File: src/rtl/sdp_y_arb_pkg.sv
// Shared types and defaults for the SDP Y mul-core output arbiter.
// Grant states are encoded so that a grant state can be built directly from a requester index.
package sdp_y_arb_pkg;

    parameter int unsigned DefWidth = 128;
    parameter int unsigned DefCntW  = 8;

    localparam logic Req0Idx = 1'b0;
    localparam logic Req1Idx = 1'b1;

    typedef enum logic [1:0] {
        StIdle   = 2'd0,
        StGrant0 = 2'd1,
        StGrant1 = 2'd2
    } arb_state_e;

    function automatic arb_state_e grant_state(input logic idx);
        return (idx == Req1Idx) ? StGrant1 : StGrant0;
    endfunction

endpackage

File: src/rtl/sdp_y_out_stage.sv
// One-entry registered valid/ready output stage.
// A load always wins over a take, so back-to-back beats keep vld_o high.
module sdp_y_out_stage
    import sdp_y_arb_pkg::*;
#(
    parameter int unsigned WIDTH = DefWidth
) (
    input  logic             clk_i,
    input  logic             rst_i,
    input  logic             load_i,
    input  logic             take_i,
    input  logic [WIDTH-1:0] pd_i,
    input  logic             src_i,
    output logic             vld_o,
    output logic [WIDTH-1:0] pd_o,
    output logic             src_o
);

    logic             vld_q, vld_d;
    logic [WIDTH-1:0] pd_q, pd_d;
    logic             src_q, src_d;

    always_comb begin
        vld_d = vld_q;
        pd_d  = pd_q;
        src_d = src_q;
        if (load_i) begin
            vld_d = 1'b1;
            pd_d  = pd_i;
            src_d = src_i;
        end else if (take_i) begin
            vld_d = 1'b0;
        end
    end

    always_ff @(posedge clk_i) begin
        if (rst_i) begin
            vld_q <= 1'b0;
            pd_q  <= '0;
            src_q <= 1'b0;
        end else begin
            vld_q <= vld_d;
            pd_q  <= pd_d;
            src_q <= src_d;
        end
    end

    assign vld_o = vld_q;
    assign pd_o  = pd_q;
    assign src_o = src_q;

endmodule

File: src/rtl/sdp_y_mul_out_arb.sv
// Two-requester round-robin burst arbiter for the SDP Y mul-core output channel.
// A grant is held for len_q+1 accepted beats regardless of gaps in the owner's valid.
module sdp_y_mul_out_arb
    import sdp_y_arb_pkg::*;
#(
    parameter int unsigned WIDTH = DefWidth,
    parameter int unsigned CNT_W = DefCntW
) (
    input  logic             nvdla_core_clk,
    input  logic             nvdla_core_rst,
    input  logic [CNT_W-1:0] cfg_burst_len,
    input  logic             req0_vld,
    output logic             req0_rdy,
    input  logic [WIDTH-1:0] req0_pd,
    input  logic             req1_vld,
    output logic             req1_rdy,
    input  logic [WIDTH-1:0] req1_pd,
    output logic             out_vld,
    input  logic             out_rdy,
    output logic [WIDTH-1:0] out_pd,
    output logic             out_src,
    output logic             arb_busy
);

    arb_state_e       state_q, state_d;
    logic             rr_ptr_q, rr_ptr_d;
    logic [CNT_W-1:0] beat_cnt_q, beat_cnt_d;
    logic [CNT_W-1:0] len_q, len_d;
    logic             arb_busy_q;

    logic             stage_free;
    logic             grant_idx;
    logic             accept;
    logic             last_beat;
    logic [WIDTH-1:0] sel_pd;

    // Ready depends only on grant and output-stage occupancy, never on the requester's valid.
    assign stage_free = !out_vld || out_rdy;
    assign req0_rdy   = (state_q == StGrant0) && stage_free;
    assign req1_rdy   = (state_q == StGrant1) && stage_free;

    assign grant_idx = (state_q == StGrant1) ? Req1Idx : Req0Idx;
    assign accept    = (req0_vld && req0_rdy) || (req1_vld && req1_rdy);
    assign last_beat = accept && (beat_cnt_q == len_q);
    assign sel_pd    = (grant_idx == Req1Idx) ? req1_pd : req0_pd;

    always_comb begin
        state_d    = state_q;
        rr_ptr_d   = rr_ptr_q;
        beat_cnt_d = beat_cnt_q;
        len_d      = len_q;
        unique case (state_q)
            StIdle: begin
                if (req0_vld || req1_vld) begin
                    if (req0_vld && req1_vld) begin
                        state_d = grant_state(rr_ptr_q);
                    end else if (req0_vld) begin
                        state_d = StGrant0;
                    end else begin
                        state_d = StGrant1;
                    end
                    len_d      = cfg_burst_len;
                    beat_cnt_d = '0;
                end
            end
            StGrant0, StGrant1: begin
                if (last_beat) begin
                    state_d    = StIdle;
                    rr_ptr_d   = !grant_idx;
                    beat_cnt_d = '0;
                end else if (accept) begin
                    beat_cnt_d = beat_cnt_q + CNT_W'(1);
                end
            end
            default: state_d = StIdle;
        endcase
    end

    always_ff @(posedge nvdla_core_clk) begin
        if (nvdla_core_rst) begin
            state_q    <= StIdle;
            rr_ptr_q   <= Req0Idx;
            beat_cnt_q <= '0;
            len_q      <= '0;
            arb_busy_q <= 1'b0;
        end else begin
            state_q    <= state_d;
            rr_ptr_q   <= rr_ptr_d;
            beat_cnt_q <= beat_cnt_d;
            len_q      <= len_d;
            arb_busy_q <= (state_d != StIdle);
        end
    end

    assign arb_busy = arb_busy_q;

    sdp_y_out_stage #(
        .WIDTH (WIDTH)
    ) u_out_stage (
        .clk_i  (nvdla_core_clk),
        .rst_i  (nvdla_core_rst),
        .load_i (accept),
        .take_i (out_rdy),
        .pd_i   (sel_pd),
        .src_i  (grant_idx),
        .vld_o  (out_vld),
        .pd_o   (out_pd),
        .src_o  (out_src)
    );

    a_cnt_in_range: assert property (@(posedge nvdla_core_clk) disable iff (nvdla_core_rst)
        beat_cnt_q <= len_q);

    a_single_grant: assert property (@(posedge nvdla_core_clk) disable iff (nvdla_core_rst)
        !(req0_rdy && req1_rdy));

endmodule

File: config.mk
export PLATFORM = sky130hd
export DESIGN_NAME = sdp_y_mul_out_arb
export DESIGN_NICKNAME = d
export VERILOG_FILES = /design/src/rtl/sdp_y_arb_pkg.sv /design/src/rtl/sdp_y_out_stage.sv /design/src/rtl/sdp_y_mul_out_arb.sv
export SDC_FILE = /design/constraint.sdc
export NUM_CORES = 1
export LEC_CHECK = 0
export BUFFER_PORTS_ARGS = -buffer_cell sky130_fd_sc_hd__clkbuf_2
export CAP_MARGIN = 20
export CORE_AREA = 2 2 156 158
export DETAILED_ROUTE_END_ITERATION = 8
export DIE_AREA = 0 0 158 160
export GPL_TIMING_DRIVEN = 0
export SYNTH_ARGS = -nofsm -noshare
export SYNTH_HDL_FRONTEND = slang
export SYNTH_SLANG_ARGS = --single-unit
File: constraint.sdc
create_clock -name nvdla_core_clk -period 2 [get_ports nvdla_core_clk]
set_input_delay 0.2 -clock nvdla_core_clk [delete_from_list [all_inputs] [get_ports nvdla_core_clk]]
set_output_delay 0.2 -clock nvdla_core_clk [all_outputs]
set_load 0.01 [all_outputs]
Yosys cells after proc, flatten, opt, wreduce, memory -nomap -nowiden:

Cells that the tools add are included.

* add/subtract/negate cells: 1
* eq/ne operators: 5
* multiplexer cells: 14
* reductions and logical operators: 19

Operators with widths (number)
* 128-bit 2-to-1 mux: 1
* 8-bit 2-to-1 mux: 3
* 8-bit case mux with 2 select lines: 1
* 2-bit 2-to-1 mux: 5
* 8-bit by 1-bit adder with 8-bit output, second input constant: 1
* 8-bit equality test: 1
* 1-bit logical AND: 6
* 2-bit nonzero test: 3
* 2-bit case mux with 2 select lines: 1
* 2-bit AND reduction: 2
* 1-bit logical OR: 3
* 1-bit 2-to-1 mux: 3
* 3-bit inequality test, second input constant: 1
* 3-bit AND reduction: 1
* 2-bit by 1-bit equality test with 1-bit output, second input constant: 1
* 2-bit equality test, second input constant: 1
* 1-bit logical NOT: 2
* 2-bit logical NOT: 1
* 2-bit inequality test, second input constant: 1
* 2-bit OR reduction: 1

* flip-flop bits (word level): 150
* input bits: 269

Longest topological paths before layout:

Gate-level depths: netlist of the first run.

* depth after elaboration: 9
* depth in mapped cells: 9
* gate-level depth less buffers: 6

Cells and area by module:

A second synthesis of the first run with hierarchy kept.

* cells, all modules: 699
* area total of the unflattened synthesis: 7403.4 sq um

Modules (own cells, without submodules)
* sdp_y_out_stage: instances 1, cells an instance 420, area an instance 4692.0 sq um
* sdp_y_mul_out_arb: instances 1, cells an instance 279, area an instance 2711.4 sq um

Worst setup path before layout of the first run:

No wires, ideal clock.

* path type: reg-to-reg
* start point: register state_q[0]
* end point: register beat_cnt_q[5]
* setup time: 79 ps
* arrival: 1797 ps
* required time: 1921 ps
* setup slack: 124 ps
* stages on the path, launching flop included: 8
* period minus slack after synthesis: 1876 ps
* cells stage by stage: dfxtp_1 inv_1 ha_1 buf_4 inv_2 or3_1 or4_1 o221ai_2

* longest elaborated chain between the ends: 7
* elaborated cells on any way between the ends: 16
* those cells by class: 4 x eq/ne; 2 x mux; 10 x reduce/logical

RTL lines
* start: declaration: line sdp_y_mul_out_arb.sv:25 `arb_state_e state_q, state_d;`
* start signal: assignment: line sdp_y_mul_out_arb.sv:81 `state_q <= StIdle;`
* start signal: assignment: line sdp_y_mul_out_arb.sv:87 `state_q <= state_d;`
* 2-bit by 1-bit equality test with 1-bit output / 2-bit equality test (equally long branches): line sdp_y_mul_out_arb.sv:39, sdp_y_mul_out_arb.sv:52, sdp_y_mul_out_arb.sv:40
* 1-bit logical AND, on equally long branches: line sdp_y_mul_out_arb.sv:39, sdp_y_mul_out_arb.sv:40
* 1-bit logical AND: line sdp_y_mul_out_arb.sv:43 `assign accept = (req0_vld && req0_rdy) || (req1_vld && req1_rdy);`
* 1-bit logical OR: line sdp_y_mul_out_arb.sv:43
* 1-bit logical AND: line sdp_y_mul_out_arb.sv:44 `assign last_beat = accept && (beat_cnt_q == len_q);`
* 3-bit inequality test (no line) / 8-bit 2-to-1 mux (equally long branches)
* 3-bit AND reduction (no line) / 8-bit case mux with 2 select lines (equally long branches)
* end signal: assignment: line sdp_y_mul_out_arb.sv:89 `beat_cnt_q <= beat_cnt_d;`
* end: declaration: line sdp_y_mul_out_arb.sv:27 `logic [CNT_W-1:0] beat_cnt_q, beat_cnt_d;`

Parallel ways exist; a longest one is shown, timed or not.
A chain may end at the register's enable or synchronous reset.

Final worst setup path of the first run:

* start point: register state_q[1]
* end point: register beat_cnt_q[5]

Same word-level chain as after synthesis.

==> results of run 1 <==
[registers in the layout (all words and copies together), names as in the netlist]
name and count:
arb_busy 1, u_out_stage.vld_o 1, rr_ptr_q 1, u_out_stage.src_o 1, state_q 2, beat_cnt_q 8
len_q 8, u_out_stage.pd_o 128
[worst paths after layout]
path	slack, ns	end	from	cells past startpoint
worst min-delay path	0.1	u_out_stage.pd_o[16]$_SDFFE_PP0P_	req0_pd[16]	3
worst min register to register	0.48	len_q[3]$_SDFFE_PP0P_	len_q[3]$_SDFFE_PP0P_	2
worst max-delay path	0.07	beat_cnt_q[5]$_SDFFE_PP0P_	state_q[1]$_SDFF_PP0_	7
worst max register to register	0.07	beat_cnt_q[5]$_SDFFE_PP0P_	state_q[1]$_SDFF_PP0_	7
[cells in the final DEF (no fill, tap or decap), types with 4 or more instances in the layout]
| cell type | instances |
|---|---|
| inv_6 | 4 |
| mux2i_1 | 127 |
| nand2_1 | 28 |
| nor2_1 | 133 |
| a211oi_1 | 116 |
| clkinvlp_4 | 6 |
| o31ai_1 | 6 |
| nand2b_1 | 9 |
| buf_4 | 6 |
| dfxtp_1 | 148 |
| nand3_1 | 4 |
| clkbuf_2 | 400 |
| clkbuf_16 | 17 |
| dlygate4sd3_1 | 8 |
| nor3_1 | 5 |
| o221ai_1 | 4 |
| buf_6 | 4 |
| a211oi_2 | 12 |
| clkbuf_4 | 7 |
| xnor2_1 | 8 |
| a21oi_1 | 13 |
| inv_1 | 4 |
| buf_2 | 32 |
| clkbuf_1 | 19 |
| ha_1 | 5 |
[what timing repair did]
item / in CTS / in global routing
setup endpoints to repair: 132 / 139
gates cloned: 0 / 0
buffers inserted: 2 / 4
hold buffers: 8 / 0
pin swaps: 0 / 1
hold endpoints to repair: 8 / 0
resized for setup: 18 / 39
[logic make-up (layout without fill, tap and decap cells)]
logic type / Yosys count / count (layout)
DFF: 150 / 150
adders and majority gates: 5 / 5
muxes: 129 / 129
and+or+nand+nor: 202 / 202
buffers and inverters: 72 / 517
xor gates and xnor gates: 8 / 8
AOI/OAI and AO/OA: 170 / 170
[power by group]
| group | internal [mW] | switching (mW) | leakage (nW) | total [mW] |
|---|---|---|---|---|
| Sequential | 3.34 | 0.192 | 1.23 | 3.53 |
| Combinational | 1.03 | 1.38 | 2.85 | 2.41 |
| Clock | 1.76 | 1.33 | 0.256 | 3.10 |
| Total | 6.14 | 2.90 | 4.34 | 9.04 |
[worst reg2reg max path: stages (launching register included)]
cell and delay, ns:
dfxtp_4 0.38, inv_1 0.07, ha_1 0.29, buf_6 0.11
inv_2 0.07, or3_1 0.33, or4_1 0.44, o221ai_2 0.17
[through the flow]
step	worst slack, ns	util	hold WS [ns]	setup TNS, ns	instances
3_3_place_gp	-0.372	0.390	0.426	-36.35	1459
2_1_floorplan	0.124	-	0.315	0	736
5_1_grt	-0.00881	0.427	0.0920	-0.00948	1505
4_1_cts	-0.00665	0.421	0.0797	-0.00862	1501
3_5_place_dp	-0.385	0.390	0.436	-37.80	1459
6_report	0.0740	0.427	0.0986	0	1505
[metal layers]
layer	global-route usage	vias to the layer above
li1	-	3546
met5	0	-
met3	0.0445	24
met2	0.338	239
met1	0.236	3284
met4	0.0508	2
[final cells by class]
class,count,area [µm²],area share
multi-input combinational,514,3650,0.359
sequential,150,3010,0.296
timing repair buffer,413,2130,0.210
clock buffer,20,447,0.0439
tap,324,405,0.0398
buffer,66,382,0.0375
clock inverter,12,119,0.0117
inverter,6,22.5,0.00221
==> results.yml, run 1 <==
drt:
  drc: 0
  met1_length_um: 10500
  drtIter0Drc: 277
  first_pass_iters: 5
  vias_per_cell: 4.71
  dr_wl_met2_um: 12500
  met3_length_um: 1260
  ant_nets: 0
  wirelength_um: 24600
  highest_layer: "met5"
  num_vias: 7095
  post_drt_wl_per_cell_um: 16.4
clocking:
  htree_levels: 4
  path_clk_slew_ns: 0.06
  cts_tree: "built"
  cts.sinks: 150
  numCtsBuffers: 17
  insertion_delay_ns: 0.42
  clockRootBuffer: "clkbuf_16"
  clock_path_buffers: 2
synthesis:
  avgSynthCellArea_um2: 9.36
  synth_compound_area_frac: 0.184
  synth_flop_cell: "dfxtp_1"
  yosys.area_share.adder: 0.00908
  synth_simple_gate_area_share: 0.126
  synth.most_common_cell: "dfxtp_1"
  synth_top_area_cell: "dfxtp_1"
  ys_top_cells_by_area: "dfxtp_1 44%, mux2i_1 19%, a211oi_1 14%, nor2_1 7.3%, buf_2 3.1%"
  ys_warn_count: 0
  synth.top_cell.area_share: 0.436
  ys_seq_area_frac: 0.436
  syn_nets: 1010
  synth_cell_types: 46
  syn_inst: 736
  synthArstFlopShare: 0
  synth-edff-count: 0
  synth_xor_area_frac: 0.0102
  netlist_area_mm2: 0.00689
  muxShareOfSynthArea: 0.188
  synth_common_cells: "150 x dfxtp_1, 134 x nor2_1, 128 x a211oi_1, 128 x mux2i_1, 43 x buf_2"
  synth_seq_cells: 150
  synth_top_family_by_area: "multiplexers"
die:
  die_w_um: 158
  rows: 57
  coreArea_mm2: 0.0238
  fp.dieH_um: 160
  start_util: 0.289
  die_area_mm2: 0.0253
  ioPinCount: 402
placed_design:
  port_buffers: 399
  gp_congestion: 0.843
  post-dp-hpwl_um: 19300
  placed_cell_area_mm2: 0.00929
global_route:
  grt_max_degree: 17
  grt_pass1_wl_um: 37700
  grt_overflow_total: 0
  globalRouteTotalUtil: 0.193
  grt_pass1_vias: 7002
  antenna_found_initial: 1
critical_path:
  slowest_delay_ns: 0.44
  start_kind: "flop"
  critical_path_peak_fanout: 8
  path_buf_inv: 3
  crit_path_end_kind: "flop"
  arrival_ns: 2.27
  cp_slowest_cell: "or4_1"
  cp.required_ns: 2.35
  critical_path.cell_chain: "inv_1 > ha_1 > buf_6 > inv_2 > or3_1 > or4_1 > o221ai_2"
  critical_path_class: "flop to flop"
  cp_top_family: "simple AND/OR/NAND/NOR gates"
finish:
  drive_gt1_frac: 0.432
  area_delta_synth_final_pct: 47.7
  diodes: 0
  final_area_mm2: 0.0102
  nets: 1442
  fillers: 2496
sta:
  finalCritPeriodShare: 0.963
  final_max_slew_viol_count: 0
  setup_viol: 0
  relSlewSlack: 0.453
  final.setup_skew_ns: 0.0119
  min_period_ns: 1.93
  fmax_mhz: 519
  hold_violations: 0
  rsz0062_at_grt: "true"
  tightest_slew_ns: 0.820
pwr:
  powerDensity_mw_per_mm2: 889
  power_leakage_nw: 4.34
  report.power.total_mw: 9.04
  ir_drop_mv: 0.491
min_path:
  hp-class: "input port to flop"
run_status:
  status: "completed"
flow_run:
  cap_violations: 0
Power figures use the tool's default switching activity.
==> run 2: changes to the inputs <==
--- a/config.mk
+++ b/config.mk
@@ -11,6 +11,7 @@
 export DETAILED_ROUTE_END_ITERATION = 8
 export DIE_AREA = 0 0 158 160
 export GPL_TIMING_DRIVEN = 0
+export SETUP_SLACK_MARGIN = 0.4
 export SYNTH_ARGS = -nofsm -noshare
 export SYNTH_HDL_FRONTEND = slang
 export SYNTH_SLANG_ARGS = --single-unit
==> run 2 against run 1 <==
Cell area grew 8.0%. Sequential share of layout area decreased by 2.1 points. Die area stayed put. First-iteration DRC count up 4.0%. Highest routed layer is now met4.
==> results.yml, run 2 (synthesis gave the netlist of run 1 again) <==
run_status:
  status: "completed"
finish:
  layout.cells.non_filler: 1527
  fillers: 2400
  largest_reg_flops: 128
  nets: 1463
  final_util: 0.461
  final_cell_mix: "398 x clkbuf_2, 143 x dfxtp_1, 126 x nor2_1"
  layout_commonest_cell: "clkbuf_2"
  drive_gt1_frac: 0.493
  area_delta_synth_final_pct: 59.4
  regArea_mm2: 0.00302
  final_area_mm2: 0.0110
  multiInputGateArea_mm2: 0.00402
placed_design:
  placed_cell_area_mm2: 0.00931
  post-dp-hpwl_um: 18900
  place_worst_setup_slack_ns: -0.377
  dp.cells: 1459
  port_buffers: 399
  gp_congestion: 0.838
pwr:
  power_leakage_nw: 4.60
  ir_drop_mv: 0.503
  powerDensity_mw_per_mm2: 882
critical_path:
  arrival_ns: 2.20
  start_kind: "flop"
  rrSetupSlack_ns: 0.13
  crit_path_end_kind: "flop"
  critical_path_class: "flop to flop"
  critical_path_peak_fanout: 8
  cp.required_ns: 2.33
clocking:
  htree_levels: 4
  cts_tree: "built"
  cts.sinks: 150
  path_clk_slew_ns: 0.07
  insertion_delay_ns: 0.42
  numCtsBuffers: 17
  clock_path_buffers: 2
  clockRootBuffer: "clkbuf_16"
sta:
  setup_ws_ns: 0.131
  rsz0062_at_grt: "true"
  relSlewSlack: 0.468
  min_period_ns: 1.87
  fmax_mhz: 535
  final.setup_skew_ns: 0.0119
  final_max_slew_viol_count: 0
  setup_viol: 0
  tightest_slew_ns: 0.798
  setup_tns_ns: 0
  finalCritPeriodShare: 0.934
  hold_violations: 0
global_route:
  antenna_found_initial: 1
  grt_max_degree: 17
  grt_pass1_vias: 6920
  globalRouteTotalUtil: 0.191
  grt_overflow_total: 0
  grt_pass1_wl_um: 37700
drt:
  dr_wl_met2_um: 12900
  first_pass_iters: 5
  drtIter0Drc: 288
  post_drt_wl_per_cell_um: 16.6
  highest_layer: "met4"
  drc: 0
  met1_length_um: 10500
  met3_length_um: 1490
  vias_per_cell: 4.77
  wirelength_um: 25300
  num_vias: 7280
  ant_nets: 0
die:
  ioPinCount: 402
  die_area_mm2: 0.0253
  rows: 57
  fp.dieH_um: 160
  start_util: 0.289
  coreArea_mm2: 0.0238
  die_w_um: 158
flow_run:
  cap_violations: 0
min_path:
  hp-class: "input port to flop"
[run 2: changes by cell type in the layout (fill, tap and decap cells not counted), moves of 4 or more]
| cell | change |
|---|---|
| buf_2 | -27 |
| buf_4 | +31 |
| nor2_1 | -7 |
| mux2i_1 | -5 |
| a211oi_2 | +29 |
| dfxtp_2 | +5 |
| dfxtp_1 | -5 |
| clkbuf_4 | -4 |
| buf_12 | +4 |
| nor2_4 | +5 |
| a211oi_1 | -29 |
| mux2i_2 | +4 |
| buf_6 | +14 |
[run 2: what timing repair did]
item	4_1_cts	5_1_grt
setup buffers	13	12
cloned	1	1
endpoints found under the setup margin	144	143
pin swaps	2	14
endpoints found under the hold margin	8	0
hold buffers	8	0
resized for setup	91	105
[run 2: worst max-delay path, cell delays in order, from the launching register on]
cell	delay [ns]
dfxtp_4	0.37
inv_2	0.06
ha_4	0.26
buf_6	0.11
inv_4	0.06
or3_1	0.34
or4_4	0.43
o221ai_2	0.16
[run 2: area by class of cell]
class                   count  area share
clock inverters            12      0.0129
plain buffers              66      0.0516
diodes                      1    0.000228
inverters                   6     0.00319
clock buffers              20      0.0416
multi-input cells         514       0.366
well taps                 324      0.0369
repair buffers            434       0.213
flip-flops and latches    150       0.275
[run 2: path summary, 6_finish.rpt]
check                   startpoint                          endpoint  cells past startpoint
max          state_q[1]$_SDFF_PP0_        beat_cnt_q[5]$_SDFFE_PP0P_                      7
min                     req0_pd[0]  u_out_stage.pd_o[0]$_SDFFE_PP0P_                      3
max reg2reg  state_q[1]$_SDFF_PP0_        beat_cnt_q[5]$_SDFFE_PP0P_                      7
min reg2reg  len_q[5]$_SDFFE_PP0P_             len_q[5]$_SDFFE_PP0P_                      2
[run 2: metal layers]
metal | vias to the layer above | global-route usage
met1 | 3395 | 0.235
met2 | 284 | 0.335
met4 | 0 | 0.0487
met3 | 25 | 0.0445
li1 | 3576 | -
met5 | - | 0
[run 2: where the power goes]
part           internal, mW  switching (mW)
registers              3.34           0.205
logic                  1.31            1.55
clock network          1.93            1.36
[run 2: per-stage QoR]
step                      hold WS (ns)  power, mW
after floorplan                  0.315       4.90
after global placement           0.427       5.87
after detailed placement         0.432       5.90
after CTS                       0.0798       9.47
after global routing             0.105       10.1
final                           0.0951       9.69
==> run 3: changes to the inputs <==
--- a/config.mk
+++ b/config.mk
@@ -7,11 +7,13 @@
 export LEC_CHECK = 0
 export BUFFER_PORTS_ARGS = -buffer_cell sky130_fd_sc_hd__clkbuf_2
 export CAP_MARGIN = 20
-export CORE_AREA = 2 2 156 158
+export CORE_AREA = 2 2 155 157
 export DETAILED_ROUTE_END_ITERATION = 8
-export DIE_AREA = 0 0 158 160
+export DIE_AREA = 0 0 157 159
 export GPL_TIMING_DRIVEN = 0
+export PLACE_DENSITY = 0.66
 export SETUP_SLACK_MARGIN = 0.4
 export SYNTH_ARGS = -nofsm -noshare
 export SYNTH_HDL_FRONTEND = slang
+export SYNTH_HIERARCHICAL = 1
 export SYNTH_SLANG_ARGS = --single-unit
==> run 3 against run 2 <==
Total power down 3.0%. Count of clock-buffer cells in the layout down 1. Clock power up 4%. Wire length up 0.45%. Sequential cell count unchanged. Final cell count down 1.5%. Critical path type unchanged. Critical path depth up 5. Combinational power down 7.0%. The run now ends with setup timing left. Synthesized cell count down 5.0%. Largest power group is now clock. Sequential share of layout area down 1.5 points.
==> results.yml, run 3 <==
run_status:
  status: "finished with violations"
  violations: "setup timing"
critical_path:
  path_buf_inv: 7
  crit_path_end_kind: "flop"
  rrSetupSlack_ns: -0.002
  r2r-start: "state_q[0]$_SDFF_PP0_"
  cp_top_family: "buffers and inverters"
  cp_slowest_cell: "dfxtp_4"
  critical_path_class: "flop to flop"
  arrival_ns: 2.29
  crit_path_start: "state_q[0]$_SDFF_PP0_"
  crit_cells: 12
  start_kind: "flop"
  reg2reg_depth: 12
  critical_path.cell_chain: "inv_4 > ha_4 > buf_6 > a22oi_2 > or2_4 > clkinv_4 > buf_12 > buf_12 > clkbuf_16 > clkbuf_16 > mux2i_1 > nor2_1"
  cp-endpoint: "u_out_stage/pd_o[84]$_SDFFE_PP0P_"
  r2r_end: "u_out_stage/pd_o[84]$_SDFFE_PP0P_"
  cp.required_ns: 2.29
  critical_path_peak_fanout: 5
  slowest_delay_ns: 0.36
finish:
  multiInputGateArea_mm2: 0.00415
  layout_commonest_cell: "clkbuf_2"
  regArea_mm2: 0.00301
  final_util: 0.500
  layout.cells.non_filler: 1504
  fillers: 2160
  drive_gt1_frac: 0.572
  area_delta_synth_final_pct: 56.5
  final_cell_mix: "400 x clkbuf_2, 148 x dfxtp_1, 131 x nor2_1"
  largest_reg_flops: 128
  nets: 1445
synthesis:
  ys_seq_area_frac: 0.406
  synth_seq_cells: 150
  synth_common_cells: "150 x dfxtp_1, 131 x nor2_1, 129 x mux2i_1, 128 x mux2_2, 25 x nand2_1"
  synthArstFlopShare: 0
  synth-edff-count: 0
  synth.top_cell.area_share: 0.406
  ys_warn_count: 6
  synth.most_common_cell: "dfxtp_1"
  synth_top_area_cell: "dfxtp_1"
  avgSynthCellArea_um2: 10.6
  syn_inst: 699
  ys_top_cells_by_area: "dfxtp_1 41%, mux2_2 19%, mux2i_1 17%, nor2_1 6.6%, buf_12 2.7%"
  netlist_area_mm2: 0.00740
  synth_cell_types: 50
  synth_flop_cell: "dfxtp_1"
  syn_nets: 973
sta:
  relSlewSlack: 0.603
  finalCritPeriodShare: 1.00
  final_max_slew_viol_count: 0
  fmax_mhz: 499
  final.setup_skew_ns: 0.0172
  rsz0062_at_grt: "true"
  min_period_ns: 2.00
  setup_viol: 2
  tightest_slew_ns: 0.596
  setup_ws_ns: -0.00247
  hold_violations: 0
drt:
  post_drt_wl_per_cell_um: 16.9
  vias_per_cell: 4.51
  first_pass_iters: 4
  wirelength_um: 25400
  ant_nets: 0
  num_vias: 6782
  drtIter0Drc: 221
  drc: 0
pwr:
  power_leakage_nw: 5.17
  ir_drop_mv: 0.419
  powerDensity_mw_per_mm2: 811
global_route:
  grt_pass1_wl_um: 36500
  grt_max_degree: 17
  antenna_found_initial: 1
  grt_overflow_total: 0
  grt_pass1_vias: 6828
  globalRouteTotalUtil: 0.193
die:
  rows: 56
  start_util: 0.319
  die_w_um: 157
  fp.dieH_um: 159
  ioPinCount: 402
  die_area_mm2: 0.0250
  coreArea_mm2: 0.0232
clocking:
  numCtsBuffers: 17
  clock_path_buffers: 2
  insertion_delay_ns: 0.42
  htree_levels: 4
  cts.sinks: 150
  clockRootBuffer: "clkbuf_16"
  path_clk_slew_ns: 0.07
  cts_tree: "built"
flow_run:
  cap_violations: 0
placed_design:
  dp.cells: 1418
  post-dp-hpwl_um: 18600
  port_buffers: 400
  place_worst_setup_slack_ns: -0.532
  gp_congestion: 0.829
min_path:
  hp-class: "input port to flop"
run 3: cell count changes after synthesis, sizes merged, moves of 5 or more:
cell and delta:
mux2 +128, a211oi -127, buf -15, xnor2 -8, xor2 +8, o31ai -6
o221ai -5
run 3: metal layers:
metal / GRT usage / part of all wire / up-vias
met5: 0 / 0 / -
met4: 0.0571 / 0.015 / 0
met3: 0.0463 / 0.062 / 23
met2: 0.349 / 0.51 / 288
met1: 0.223 / 0.41 / 3092
li1: - / - / 3379
run 3: worst reg2reg max path: cells and delay by family, from the launching register on:
family	cells	cell delay (ns)
multiplexers	1	0.16
flip-flops	1	0.36
AND/OR/NAND/NOR	2	0.22
buffers and inverters	7	0.82
AO/OA/AOI/OAI	1	0.17
adder cells (fa/ha/maj)	1	0.15
run 3: logic make-up (layout without fill, tap and decap cells):
logic type / Yosys count / count (layout) / share of synthesized area
XOR/XNOR: 8 / 8 / 0.00946
AND/OR/NAND/NOR: 187 / 187 / 0.111
flip-flops: 150 / 150 / 0.406
adder cells (fa/ha/maj): 5 / 5 / 0.00845
AO/OA/AOI/OAI: 36 / 36 / 0.0394
buffers and inverters: 55 / 540 / 0.0558
other: 0 / 1 / 0
multiplexers: 258 / 258 / 0.371
run 3: worst min-delay path by stage:
stage	cells after the start	slack [ns]	end	startpoint
4_1_cts	3	0.02	len_q[3]$_SDFFE_PP0P_	cfg_burst_len[3]
3_5_place_dp	3	0.43	len_q[4]$_SDFFE_PP0P_	cfg_burst_len[4]
3_3_place_gp	3	0.43	len_q[0]$_SDFFE_PP0P_	cfg_burst_len[0]
2_1_floorplan	2	0.34	len_q[0]$_SDFFE_PP0P_	cfg_burst_len[0]
5_1_grt	3	0.03	len_q[3]$_SDFFE_PP0P_	cfg_burst_len[3]
6_report	3	0.05	len_q[3]$_SDFFE_PP0P_	cfg_burst_len[3]
run 3: stage by stage:
| stage | power (mW) | hold WS [ns] | instance area, µm² | TNS (ns) |
|---|---|---|---|---|
| 2_1_floorplan | 4.73 | 0.336 | 7460 | 0 |
| 3_3_place_gp | 5.47 | 0.429 | 9860 | -40.99 |
| 3_5_place_dp | 5.49 | 0.433 | 9860 | -45.67 |
| 4_1_cts | 9.25 | 0.0163 | 11100 | 0 |
| 5_1_grt | 9.83 | 0.0337 | 11600 | -2.72 |
| 6_report | 9.40 | 0.0487 | 11600 | -0.00413 |
run 3: layout make-up:
cell class                 instances  share of cell area
timing repair buffer             453               0.244
clock inverter                    13              0.0162
tap                              319              0.0344
buffer                            48              0.0465
inverter                           7             0.00313
clock buffer                      19              0.0374
antenna                            1            0.000216
sequential                       150               0.260
multi-input combinational        494               0.358
run 3: repair_timing:
item,in CTS,in global routing
pin swaps,7,8
resized for setup,47,44
gates cloned,7,8
setup buffers,16,15
hold endpoints to repair,7,0
hold buffers,7,0
endpoints found under the setup margin,144,144
run 3: where the power goes:
| part | internal (mW) | switching (mW) |
|---|---|---|
| sequential | 3.20 | 0.124 |
| clock | 2.02 | 1.41 |
| combinational | 1.47 | 1.17 |
